==> config.mk <==
export PLATFORM = sky130hd
export DESIGN_NAME = fetch_stage_flat
export DESIGN_NICKNAME = d
export VERILOG_FILES = /design/src/rtl/cpu_pkg.sv /design/src/rtl/fetch_stage_if.sv /design/src/rtl/fetch_pc_reg.sv /design/src/rtl/fetch_stage.sv /design/src/flat_wrapper.sv
export SDC_FILE = /design/constraint.sdc
export NUM_CORES = 1
export LEC_CHECK = 0
export CORE_ASPECT_RATIO = 0.9
export CORE_MARGIN = 5
export CORE_UTILIZATION = 40
export DETAILED_ROUTE_END_ITERATION = 7
export GPL_ROUTABILITY_DRIVEN = 0
export PLACE_DENSITY = 0.72
export SLEW_MARGIN = 10
export SYNTH_ARGS = -nofsm -noshare
export SYNTH_HDL_FRONTEND = slang
export SYNTH_HIERARCHICAL = 1
export SYNTH_SLANG_ARGS = --single-unit
==> constraint.sdc <==
create_clock -name clk -period 5.6 [get_ports clk]
set_input_delay 0.56 -clock clk [delete_from_list [all_inputs] [get_ports clk]]
set_output_delay 0.56 -clock clk [all_outputs]
set_load 0.01 [all_outputs]
==> src/rtl/cpu_pkg.sv <==
// Shared CPU definitions used by the fetch stage and the instruction decoder.
package cpu_pkg;

  // An all-zero word decodes as a nop, so a bubble on the IF/ID register is simply zero.
  localparam logic [31:0] NOP_INS          = 32'h0000_0000;
  localparam logic [31:0] DEFAULT_RESET_PC = 32'h0000_0000;

  // Opcode and funct fields that the decoder uses to recognise jr.
  localparam logic [5:0] OPCODE_RTYPE = 6'b000000;
  localparam logic [5:0] FUNCT_JR     = 6'b001000;

  typedef enum logic [1:0] {
    BOOT  = 2'd0,
    RUN   = 2'd1,
    FLUSH = 2'd2
  } fetch_state_t;

  // Clear the byte-offset bits so that a redirect always lands on a word boundary.
  function automatic logic [31:0] word_align(input logic [31:0] addr);
    return {addr[31:2], 2'b00};
  endfunction

  // True when the word is an R-type jr.
  function automatic logic is_jr_ins(input logic [31:0] word);
    return (word[31:26] == OPCODE_RTYPE) && (word[5:0] == FUNCT_JR);
  endfunction

endpackage

==> src/rtl/fetch_stage_if.sv <==
// Bundle of signals between the fetch stage and the rest of the core:
// the hazard and jr controls, the instruction memory, and the IF/ID register.
// The fetch stage uses the master modport; the memory, decoder and hazard logic use the slave modport.
interface fetch_stage_if #(
  parameter int CNT_W = 32
);

  logic             stall;
  logic             jr;
  logic [31:0]      jr_target;
  logic [31:0]      imem_data;
  logic [31:0]      imem_addr;
  logic [31:0]      pc;
  logic [31:0]      ins;
  logic [31:0]      ins_pc;
  logic             ins_valid;
  logic             misalign;
  logic [CNT_W-1:0] issued_cnt;

  modport master (
    input  stall, jr, jr_target, imem_data,
    output imem_addr, pc, ins, ins_pc, ins_valid, misalign, issued_cnt
  );

  modport slave (
    output stall, jr, jr_target, imem_data,
    input  imem_addr, pc, ins, ins_pc, ins_valid, misalign, issued_cnt
  );

endinterface

==> src/rtl/fetch_pc_reg.sv <==
// Program counter register and its next-PC selection.
// On each edge the PC does one of three things: it holds, it steps by PC_STEP,
// or it loads the word-aligned jr target. A redirect takes priority over a step.
module fetch_pc_reg
  import cpu_pkg::*;
#(
  parameter logic [31:0] RESET_PC = DEFAULT_RESET_PC,
  parameter int          PC_STEP  = 4
) (
  input  logic        clk,
  input  logic        rst_n,
  input  logic        advance,
  input  logic        redirect,
  input  logic [31:0] jr_target,
  output logic [31:0] pc
);

  logic [31:0] pc_next;

  // Next-PC mux. The increment wraps modulo 2^32 and raises no flag.
  always_comb begin
    pc_next = pc;
    if (redirect) begin
      pc_next = word_align(jr_target);
    end else if (advance) begin
      pc_next = pc + 32'(PC_STEP);
    end
  end

  // PC register. Reset takes priority, so any redirect pending at reset is lost.
  always_ff @(posedge clk) begin
    if (!rst_n) begin
      pc <= RESET_PC;
    end else begin
      pc <= pc_next;
    end
  end

endmodule

==> src/rtl/fetch_stage.sv <==
// Instruction-fetch stage. It presents the PC to the instruction memory and
// registers the returned word into the IF/ID register for the decoder.
// A jr redirect costs exactly one bubble, and the hazard unit can stall the stage.
// The stage also counts every real instruction that is loaded into the IF/ID register.
module fetch_stage
  import cpu_pkg::*;
#(
  parameter logic [31:0] RESET_PC = DEFAULT_RESET_PC,
  parameter int          PC_STEP  = 4,
  parameter int          CNT_W    = 32
) (
  input  logic          clk,
  input  logic          rst_n,
  fetch_stage_if.master bus
);

  fetch_state_t     state;
  logic [31:0]      pc_w;
  logic [31:0]      ins_q;
  logic [31:0]      ins_pc_q;
  logic             ins_valid_q;
  logic             misalign_q;
  logic [CNT_W-1:0] cnt_q;
  logic             jr_taken;
  logic             advance;

  // A jr is honoured only when it belongs to a real instruction, and it wins over a stall.
  // Because BOOT and FLUSH always hold a bubble, the same rule covers every state.
  always_comb begin
    jr_taken = bus.jr & ins_valid_q;
    advance  = ~jr_taken & ~bus.stall;
  end

  fetch_pc_reg #(
    .RESET_PC (RESET_PC),
    .PC_STEP  (PC_STEP)
  ) u_pc_reg (
    .clk       (clk),
    .rst_n     (rst_n),
    .advance   (advance),
    .redirect  (jr_taken),
    .jr_target (bus.jr_target),
    .pc        (pc_w)
  );

  // Control FSM, IF/ID register, misalign pulse and issued-instruction counter.
  always_ff @(posedge clk) begin
    if (!rst_n) begin
      state       <= BOOT;
      ins_q       <= NOP_INS;
      ins_pc_q    <= 32'h0000_0000;
      ins_valid_q <= 1'b0;
      misalign_q  <= 1'b0;
      cnt_q       <= '0;
    end else begin
      misalign_q <= 1'b0;
      case (state)
        RUN: begin
          if (jr_taken) begin
            ins_q       <= NOP_INS;
            ins_valid_q <= 1'b0;
            ins_pc_q    <= pc_w;
            misalign_q  <= |bus.jr_target[1:0];
            state       <= FLUSH;
          end else if (advance) begin
            ins_q       <= bus.imem_data;
            ins_pc_q    <= pc_w;
            ins_valid_q <= 1'b1;
            cnt_q       <= cnt_q + {{(CNT_W-1){1'b0}}, 1'b1};
          end
        end
        BOOT, FLUSH: begin
          if (advance) begin
            ins_q       <= bus.imem_data;
            ins_pc_q    <= pc_w;
            ins_valid_q <= 1'b1;
            cnt_q       <= cnt_q + {{(CNT_W-1){1'b0}}, 1'b1};
            state       <= RUN;
          end
        end
        default: begin
          state       <= BOOT;
          ins_q       <= NOP_INS;
          ins_valid_q <= 1'b0;
        end
      endcase
    end
  end

  assign bus.imem_addr  = pc_w;
  assign bus.pc         = pc_w;
  assign bus.ins        = ins_q;
  assign bus.ins_pc     = ins_pc_q;
  assign bus.ins_valid  = ins_valid_q;
  assign bus.misalign   = misalign_q;
  assign bus.issued_cnt = cnt_q;

endmodule
==> src/flat_wrapper.sv <==
// flat-port wrapper written by rule: the top's interface ports become plain ports
module fetch_stage_flat import cpu_pkg::*;
#(
  parameter logic [31:0] RESET_PC = DEFAULT_RESET_PC,
  parameter int          PC_STEP  = 4,
  parameter int          CNT_W    = 32
)
  (clk, rst_n, bus_stall, bus_jr, bus_jr_target, bus_imem_data, bus_imem_addr, bus_pc, bus_ins, bus_ins_pc, bus_ins_valid, bus_misalign, bus_issued_cnt);
  fetch_stage_if #(.CNT_W(CNT_W)) bus_i ();
  input  logic clk;
  input  logic rst_n;
  input wire logic [$bits(bus_i.stall)-1:0] bus_stall;
  input wire logic [$bits(bus_i.jr)-1:0] bus_jr;
  input wire logic [$bits(bus_i.jr_target)-1:0] bus_jr_target;
  input wire logic [$bits(bus_i.imem_data)-1:0] bus_imem_data;
  output wire logic [$bits(bus_i.imem_addr)-1:0] bus_imem_addr;
  output wire logic [$bits(bus_i.pc)-1:0] bus_pc;
  output wire logic [$bits(bus_i.ins)-1:0] bus_ins;
  output wire logic [$bits(bus_i.ins_pc)-1:0] bus_ins_pc;
  output wire logic [$bits(bus_i.ins_valid)-1:0] bus_ins_valid;
  output wire logic [$bits(bus_i.misalign)-1:0] bus_misalign;
  output wire logic [$bits(bus_i.issued_cnt)-1:0] bus_issued_cnt;
  assign bus_i.stall = bus_stall;
  assign bus_i.jr = bus_jr;
  assign bus_i.jr_target = bus_jr_target;
  assign bus_i.imem_data = bus_imem_data;
  assign bus_imem_addr = bus_i.imem_addr;
  assign bus_pc = bus_i.pc;
  assign bus_ins = bus_i.ins;
  assign bus_ins_pc = bus_i.ins_pc;
  assign bus_ins_valid = bus_i.ins_valid;
  assign bus_misalign = bus_i.misalign;
  assign bus_issued_cnt = bus_i.issued_cnt;
  fetch_stage #(.RESET_PC(RESET_PC), .PC_STEP(PC_STEP), .CNT_W(CNT_W)) u_core (.clk(clk), .rst_n(rst_n), .bus(bus_i));
endmodule
==> results of run 1 <==
[power by group]
| part | switching, mW | internal [mW] | total [mW] |
|---|---|---|---|
| clock network | 0.427 | 0.759 | 1.19 |
| logic | 0.155 | 0.180 | 0.335 |
| registers | 0.0627 | 0.968 | 1.03 |
[placed cells by master, fill, tap and decap left out, types with 5 or more instances in the layout]
cell / instances
a211oi_1: 5
o31ai_1: 5
and3_1: 11
nand2_1: 176
clkbuf_16: 17
inv_1: 9
or3_1: 9
nand3_1: 23
nor4_1: 10
buf_4: 7
o211a_1: 7
and2_1: 11
a21oi_1: 83
nand4_1: 29
a31oi_1: 6
dfxtp_1: 130
xnor2_1: 14
or4_1: 5
nor2_1: 30
o21ai_0: 31
xor2_1: 19
nor3_1: 5
clkdlybuf4s50_1: 225
[worst register-to-register path, delay by kind of cell, from the launching register on]
kind / cells / cell delay (ps)
simple gates: 4 / 1470
flops: 1 / 430
buf+inv: 2 / 870
compound gates: 2 / 390
[cells by family (layout without fill, tap and decap cells)]
| kind of cell | after synthesis | after routing | synth area share |
|---|---|---|---|
| flip-flops | 130 | 130 | 0.433 |
| AO/OA/AOI/OAI | 154 | 154 | 0.153 |
| XOR/XNOR | 33 | 33 | 0.0480 |
| other | 1 | 2 | 0.000623 |
| buffers and inverters | 87 | 274 | 0.0769 |
| multiplexers | 1 | 1 | 0.00166 |
| AND/OR/NAND/NOR | 344 | 344 | 0.283 |
| adder cells (fa/ha/maj) | 2 | 2 | 0.00416 |
[worst max-delay path by stage]
stage	startpoint	to	depth (start not counted)
6_report	bus_jr	u_core/u_pc_reg/pc[15]	9
5_1_grt	bus_jr	u_core/u_pc_reg/pc[15]	9
4_1_cts	bus_jr	u_core/u_pc_reg/pc[15]	9
3_5_place_dp	bus_jr	u_core/u_pc_reg/pc[15]	9
3_3_place_gp	bus_jr	u_core/u_pc_reg/pc[15]	9
2_1_floorplan	bus_jr	u_core/u_pc_reg/pc[16]	9
[layer usage]
metal  vias up  routed length, um  track usage
li1       2937                  -            -
met1      2836               8490        0.267
met2       212               9050        0.341
met3        24               1230       0.0561
met4         0                371       0.0713
met5         -                  0            0
[flip-flops by register name, summed over array words and instances, names as in the netlist]
register               cells
u_core/bus.ins_valid       1
u_core/state               2
u_core/bus.issued_cnt     32
u_core/u_pc_reg/pc        30
u_core/bus.misalign        1
u_core/bus.ins_pc         32
u_core/bus.ins            32
[through the flow]
step           instances  hold slack (ps)  power (mW)
3_5_place_dp        1107              443        1.38
4_1_cts             1138              451        2.57
6_report            1138              450        2.55
3_3_place_gp        1107              438        1.38
5_1_grt             1138              461        2.64
2_1_floorplan        753              476        1.20
[cell type report]
| class | count | area (um^2) |
|---|---|---|
| tap | 198 | 248 |
| clock inverter | 11 | 179 |
| inverter | 11 | 41.3 |
| sequential | 130 | 2600 |
| timing repair buffer | 232 | 2300 |
| multi-input combinational | 536 | 2960 |
| fill | 1350 | 5940 |
| clock buffer | 20 | 447 |
==> flow_summary.json, run 1 <==
{
  "grt_pass1_vias": 5702,
  "synth_flop_cell": "dfxtp_1",
  "synth_area_um2": 6020,
  "rrSetupSlack_ps": 2360,
  "maxCapViolations": 0,
  "post-cts-setup-buffer-count": 0,
  "slew_violations": 0,
  "die_h_um": 126,
  "grt_util_all_layers": 0.208,
  "peakVddDrop_v": 0.000223,
  "synth_common_cells": "176 x nand2_1, 130 x dfxtp_1, 83 x a21oi_1",
  "drt-total-wl_mm": 19.1,
  "min_from": "u_core/bus.ins_pc[5]",
  "netlist-cell-type-count": 58,
  "worstMarginPinSlew_ps": 1130,
  "rr_startpoint": "u_core/bus.ins_valid",
  "r2r_cells": 8,
  "crit_path_top_delay_cell": "or2_2",
  "path_delay_family": "simple AND/OR/NAND/NOR gates",
  "coreArea_um2": 14700,
  "cts-root-buf": "clkbuf_16",
  "die_w_um": 139,
  "reg2reg_to": "u_core/u_pc_reg/pc[15]",
  "power_density_nw_per_um2": 291,
  "path_cells": "clkdlybuf4s50_1 -> and2_0 -> buf_4 -> or2_2 -> clkinv_1 -> and3_1 -> and4_1 -> a31o_2 -> a31oi_1",
  "portBuffers": 225,
  "run_status": "completed",
  "cp.required_ps": 5950,
  "layout_setup_ws_ps": 2120,
  "critical_path_class": "in2reg",
  "postLayoutCoreUtil": 0.597,
  "yosysMostFrequentCell": "nand2_1",
  "setup_violations": 0,
  "skew_ps": 10.7,
  "cts_buffers": 17,
  "avgRoutedWirePerCell_um": 16.8,
  "min_to": "u_core/bus.ins_pc[5]",
  "vias_per_cell": 5.28,
  "hpwl_mm": 13.2,
  "clock_path_buffers": 2,
  "nets": 998,
  "tns_ps": 0,
  "fin_crit_ps": 3480,
  "postRouteAntennaNets": 0,
  "cp-start-kind": "primary input",
  "synth.largest_area_cell": "dfxtp_1",
  "clkTransAtPathRegs_ps": 60,
  "post-route-drc-count": 0,
  "cts.sinks": 130,
  "whs_path_depth": 2,
  "antenna_cells": 0,
  "power.leakage_nw": 3.12,
  "grt_max_degree": 60,
  "rsz0062_at_grt": "false",
  "dr.pass1.iters": 7,
  "htreeDepth": 4,
  "hold_viol": 0,
  "ios": 230,
  "final_area_um2": 8780,
  "postCtsResizedCells": 0,
  "grt_pass1_wl_mm": 29.9,
  "insertion_delay_ps": 420,
  "cp_max_fo": 33,
  "dpl_cell_area_um2": 8150,
  "die_area_um2": 17600,
  "initial_core_util": 0.409,
  "synth.area.top_cells": "dfxtp_1 43%, nand2_1 11%, a21oi_1 6.9%",
  "end_kind": "register",
  "worstPathArrival_ps": 3820,
  "cts_tree": "built",
  "place_ws_ps": 1720,
  "synth_seq_cells": 130,
  "fmax_mhz": 288,
  "grt_remaining_overflow": 0,
  "drt_iter0_drc": 458,
  "worst-path-buf-inv": 3,
  "yosysSeqAreaShare": 0.433,
  "num_vias": 6009,
  "synth_top_area_share": 0.433,
  "antenna_found_initial": 0,
  "yosys_warnings": 6,
  "async_flop_share": 0,
  "syn_to_final_growth_pct": 45.9,
  "num_rows": 42,
  "hp-class": "reg2reg",
  "period_share": 0.621,
  "synthCells": 752,
  "synth_edf_count": 0,
  "max_stage_delay_ps": 590,
  "syn_area_per_cell_um2": 8.00,
  "relSlewSlack": 0.245,
  "drive_gt1_frac": 0.0606,
  "holdBufCountCts": 0
}
(Power assumes the default switching activity.)
==> run 2: changes to the inputs <==
==> constraint.sdc (replaced) <==
create_clock -name clk -period 3.6 [get_ports clk]
set_input_delay 0.36 -clock clk [delete_from_list [all_inputs] [get_ports clk]]
set_output_delay 0.36 -clock clk [all_outputs]
set_load 0.01 [all_outputs]
==> run 2 against run 1 <==
Compared with the run above:
- via count decreased by 1.2%
- non-clock buffer count grew 3
- die area is the same
- critical path depth shrank 1
- sequential power rose by 55%
- total power up 52%
- routed wire length decreased by 0.88%
- largest cell class unchanged
- clock-buffer cell count shrank 1
- first-iteration DRC count shrank 24%
- clock power increased by 46%
- sequential share of layout area about the same
==> flow_summary.json, run 2 (synthesis gave the netlist of run 1 again) <==
{
  "run_status": "completed",
  "grt_pass1_wl_mm": 30.1,
  "postCtsResizedCells": 0,
  "relSlewSlack": 0.368,
  "cp-start-kind": "primary input",
  "skew_ps": 8.36,
  "final_common_cell": "clkdlybuf4s50_1",
  "drt_iter0_drc": 346,
  "cp_max_fo": 18,
  "power.leakage_nw": 3.13,
  "ios": 230,
  "maxCapViolations": 0,
  "cts_buffers": 17,
  "clock_path_buffers": 2,
  "postRouteAntennaNets": 0,
  "fmax_mhz": 393,
  "post-route-drc-count": 0,
  "cts.sinks": 130,
  "cp.required_ps": 3940,
  "vias_per_cell": 5.20,
  "worstPathArrival_ps": 2880,
  "syn_to_final_growth_pct": 46.1,
  "tns_ps": 0,
  "grt_pass1_vias": 5666,
  "r2r_cells": 7,
  "postLayoutCoreUtil": 0.597,
  "min_from": "u_core/bus.ins_pc[16]",
  "rrSetupSlack_ps": 1150,
  "min_to": "u_core/bus.ins_pc[16]",
  "coreArea_um2": 14700,
  "place_ws_ps": 685,
  "power_density_nw_per_um2": 440,
  "hpwl_mm": 13.3,
  "num_rows": 42,
  "reg2reg_to": "u_core/u_pc_reg/pc[25]",
  "period_share": 0.706,
  "critical_path_class": "in2reg",
  "drive_gt1_frac": 0.0667,
  "portBuffers": 225,
  "antenna_found_initial": 0,
  "hp-class": "reg2reg",
  "grt_remaining_overflow": 0,
  "cts_tree": "built",
  "num_vias": 5938,
  "hold_viol": 0,
  "final_area_um2": 8790,
  "nets": 1001,
  "dpl_cell_area_um2": 8190,
  "die_h_um": 126,
  "whs_path_depth": 2,
  "final_cell_mix": "225 x clkdlybuf4s50_1, 176 x nand2_1, 130 x dfxtp_1",
  "post-cts-setup-buffer-count": 0,
  "die_area_um2": 17600,
  "worstMarginPinSlew_ps": 939,
  "layout_setup_ws_ps": 1060,
  "power.total_mw": 3.87,
  "grt_max_degree": 49,
  "initial_core_util": 0.409,
  "setup_violations": 0,
  "dr.pass1.iters": 5,
  "drt-total-wl_mm": 19.0,
  "insertion_delay_ps": 420,
  "end_kind": "register",
  "avgRoutedWirePerCell_um": 16.6,
  "rr_startpoint": "u_core/bus.ins_valid",
  "antenna_cells": 0,
  "htreeDepth": 4,
  "fin_crit_ps": 2540,
  "slew_violations": 0,
  "peakVddDrop_v": 0.000342,
  "holdBufCountCts": 0,
  "rsz0062_at_grt": "false",
  "die_w_um": 139,
  "grt_util_all_layers": 0.208,
  "cts-root-buf": "clkbuf_16",
  "clkTransAtPathRegs_ps": 60
}
## run 2: cell types whose count changed in the layout (fill, tap and decap cells not counted)
cell / change
buf_12: +1
buf_4: +2
bufinv_16: -2
clkinvlp_4: +2
clkbuf_1: -2
clkbuf_8: +1
inv_6: +2
## run 2: layer usage
| metal | share of wire | GRT usage |
|---|---|---|
| met5 | 0 | 0 |
| met4 | 0.014 | 0.0610 |
| met3 | 0.063 | 0.0565 |
| met2 | 0.47 | 0.332 |
| met1 | 0.45 | 0.277 |
## run 2: cell type report
class	count	area (um^2)
fillers	1342	5920
multi-input cells	536	2960
flip-flops and latches	130	2600
repair buffers	235	2340
clock buffers	19	453
well taps	198	248
clock inverters	13	151
inverters	11	41.3
## run 2: power by group
part | internal, mW | switching [mW]
Clock | 1.07 | 0.676
Sequential | 1.51 | 0.0969
Combinational | 0.284 | 0.241
## run 2: worst max-delay path, stage by stage
cell             delay (ps)
clkdlybuf4s50_1         470
and2_0                  200
or2_2                   290
clkinv_1                300
and3_1                  390
nand3_1                 190
or4b_1                  520
a31oi_1                 160
## run 2: how the worst max path moves through the flow
| stage | slack [ps] | to | start |
|---|---|---|---|
| floorplan | 850 | u_core/u_pc_reg/pc[16] | u_core/bus.ins_valid |
| global placement | 730 | u_core/u_pc_reg/pc[21] | bus_jr |
| detailed placement | 680 | u_core/u_pc_reg/pc[25] | bus_jr |
| CTS | 1110 | u_core/u_pc_reg/pc[25] | bus_jr |
| global route | 960 | u_core/u_pc_reg/pc[25] | bus_jr |
| finish | 1060 | u_core/u_pc_reg/pc[25] | bus_jr |
## run 2: per-stage QoR
| stage | hold slack [ps] | cells |
|---|---|---|
| 2_1_floorplan | 456 | 753 |
| 3_3_place_gp | 438 | 1110 |
| 3_5_place_dp | 445 | 1110 |
| 4_1_cts | 452 | 1142 |
| 5_1_grt | 464 | 1142 |
| 6_report | 448 | 1142 |
==> run 3: changes to the inputs <==
==> constraint.sdc (replaced) <==
create_clock -name clk -period 2.5 [get_ports clk]
set_input_delay 0.25 -clock clk [delete_from_list [all_inputs] [get_ports clk]]
set_output_delay 0.25 -clock clk [all_outputs]
set_load 0.01 [all_outputs]
==> run 3 against run 2 <==
Compared with the run above:
- flip-flop and latch count unchanged
- non-clock buffer count up 30
- via count up 2.1%
- critical path depth unchanged
- utilization up 1.4 points
- total power up 44%
- worst hold slack worse by 72 ps
- combinational power up 55%
- critical path type is now reg2reg
- largest power group unchanged
==> flow_summary.json, run 3 (synthesis gave the netlist of run 1 again) <==
{
  "path_cells": "and2_2 -> or2_2 -> clkinv_1 -> buf_4 -> nand3_1 -> nor4_1 -> and4_1 -> nor3_1",
  "max_stage_delay_ps": 430,
  "run_status": "completed",
  "fmax_mhz": 467,
  "grt_remaining_overflow": 0,
  "drt-total-wl_mm": 19.3,
  "final_cell_mix": "225 x clkdlybuf4s50_1, 176 x nand2_1, 130 x dfxtp_1",
  "grt_pass1_wl_mm": 30.2,
  "rr_startpoint": "u_core/bus.ins_valid",
  "coreArea_um2": 14700,
  "r2r_cells": 8,
  "grt_util_all_layers": 0.211,
  "holdBufCountCts": 0,
  "power.leakage_nw": 3.28,
  "num_vias": 6060,
  "num_rows": 42,
  "final_common_cell": "clkdlybuf4s50_1",
  "insertion_delay_ps": 420,
  "hold_viol": 0,
  "ios": 230,
  "worst-path-buf-inv": 2,
  "cts.sinks": 130,
  "post-cts-setup-buffer-count": 0,
  "crit_path_top_delay_cell": "nor4_1",
  "initial_core_util": 0.409,
  "postCtsResizedCells": 0,
  "end_kind": "register",
  "postLayoutCoreUtil": 0.612,
  "die_h_um": 126,
  "nets": 1031,
  "reg2reg_to": "u_core/u_pc_reg/pc[29]",
  "critical_path_class": "reg2reg",
  "postRouteAntennaNets": 0,
  "vias_per_cell": 5.17,
  "dr.pass1.iters": 5,
  "avgRoutedWirePerCell_um": 16.5,
  "grt_max_degree": 36,
  "crit_cells": 8,
  "path_delay_family": "simple AND/OR/NAND/NOR gates",
  "fin_crit_ps": 2140,
  "highest_layer": "met4",
  "tns_ps": 0,
  "power_density_nw_per_um2": 618,
  "cp-start-kind": "register",
  "cts_buffers": 17,
  "drive_gt1_frac": 0.0965,
  "antenna_found_initial": 0,
  "rrSetupSlack_ps": 360,
  "rsz0062_at_grt": "false",
  "worstPathArrival_ps": 2450,
  "portBuffers": 225,
  "skew_ps": 8.16,
  "dpl_cell_area_um2": 8410,
  "peakVddDrop_v": 0.000457,
  "antenna_cells": 0,
  "slew_violations": 0,
  "cp_max_fo": 11,
  "clkTransAtPathRegs_ps": 60,
  "setup.worst_path.start": "u_core/bus.ins_valid",
  "fill_cells": 1333,
  "clock_path_buffers": 2,
  "setup_violations": 0,
  "route.met3.wl_mm": 1.29,
  "post-route-drc-count": 0,
  "cts-root-buf": "clkbuf_16",
  "maxCapViolations": 0,
  "wl_met1_mm": 8.38,
  "die_area_um2": 17600,
  "grt_pass1_vias": 5734,
  "hpwl_mm": 14.0,
  "drt_iter0_drc": 484,
  "cp.required_ps": 2810,
  "endpoint": "u_core/u_pc_reg/pc[29]",
  "die_w_um": 139,
  "cts_tree": "built",
  "hp-class": "in2reg",
  "final_area_um2": 9000,
  "route.met2.wl_mm": 9.17,
  "period_share": 0.857,
  "syn_to_final_growth_pct": 49.6,
  "htreeDepth": 4
}
[run 3: changes by cell type in the layout (fill, tap and decap cells not counted)]
cell,before,now
and2_0,1,0
inv_6,4,2
and2_2,0,1
buf_4,9,39
clkinv_4,3,1
clkinvlp_4,4,3
clkinv_2,0,5
[run 3: area by class of cell]
type                    instances  area [um^2]  area share
clock buffers                  19          453      0.0503
clock inverters                13          134      0.0149
well taps                     198          248      0.0275
flip-flops and latches        130         2600       0.289
inverters                      11         41.3     0.00459
multi-input cells             536         2960       0.329
repair buffers                265         2560       0.285
[run 3: layer usage]
metal | vias up | GRT usage
li1 | 3000 | -
met1 | 2785 | 0.271
met2 | 244 | 0.336
met3 | 31 | 0.0523
met4 | 0 | 0.0955
met5 | - | 0
[run 3: how the worst min path moves through the flow]
| stage | from | end | slack [ps] | depth (start not counted) |
|---|---|---|---|---|
| global route | bus_imem_data[24] | u_core/bus.ins[24] | 370 | 3 |
| floorplan | bus_stall | u_core/bus.ins_valid | 350 | 1 |
| detailed placement | u_core/bus.ins_pc[11] | u_core/bus.ins_pc[11] | 440 | 2 |
| global placement | u_core/bus.ins_pc[30] | u_core/bus.ins_pc[30] | 440 | 2 |
| finish | bus_imem_data[22] | u_core/bus.ins[22] | 380 | 3 |
| CTS | bus_imem_data[28] | u_core/bus.ins[28] | 360 | 3 |
[run 3: stage by stage]
stage | power, mW | std cells | setup WS, ps | hold WS [ps]
after floorplan | 2.68 | 753 | 48.4 | 346
after global routing | 5.77 | 1172 | 236 | 368
after detailed placement | 3.14 | 1140 | 86.9 | 444
final | 5.56 | 1172 | 357 | 376
after global placement | 3.14 | 1140 | 188 | 438
after CTS | 5.63 | 1172 | 363 | 357
[run 3: worst reg2reg max path: stages, from the launching register on]
cell and delay, ps:
dfxtp_1 360, and2_2 200, or2_2 290, clkinv_1 90, buf_4 200, nand3_1 140, nor4_1 430, and4_1 270
nor3_1 50
[run 3: report_power, final]
part           internal, mW  leakage (nW)  switching [mW]
combinational         0.436          1.94           0.379
clock                  1.52         0.285           0.947
sequential             2.17          1.06           0.116
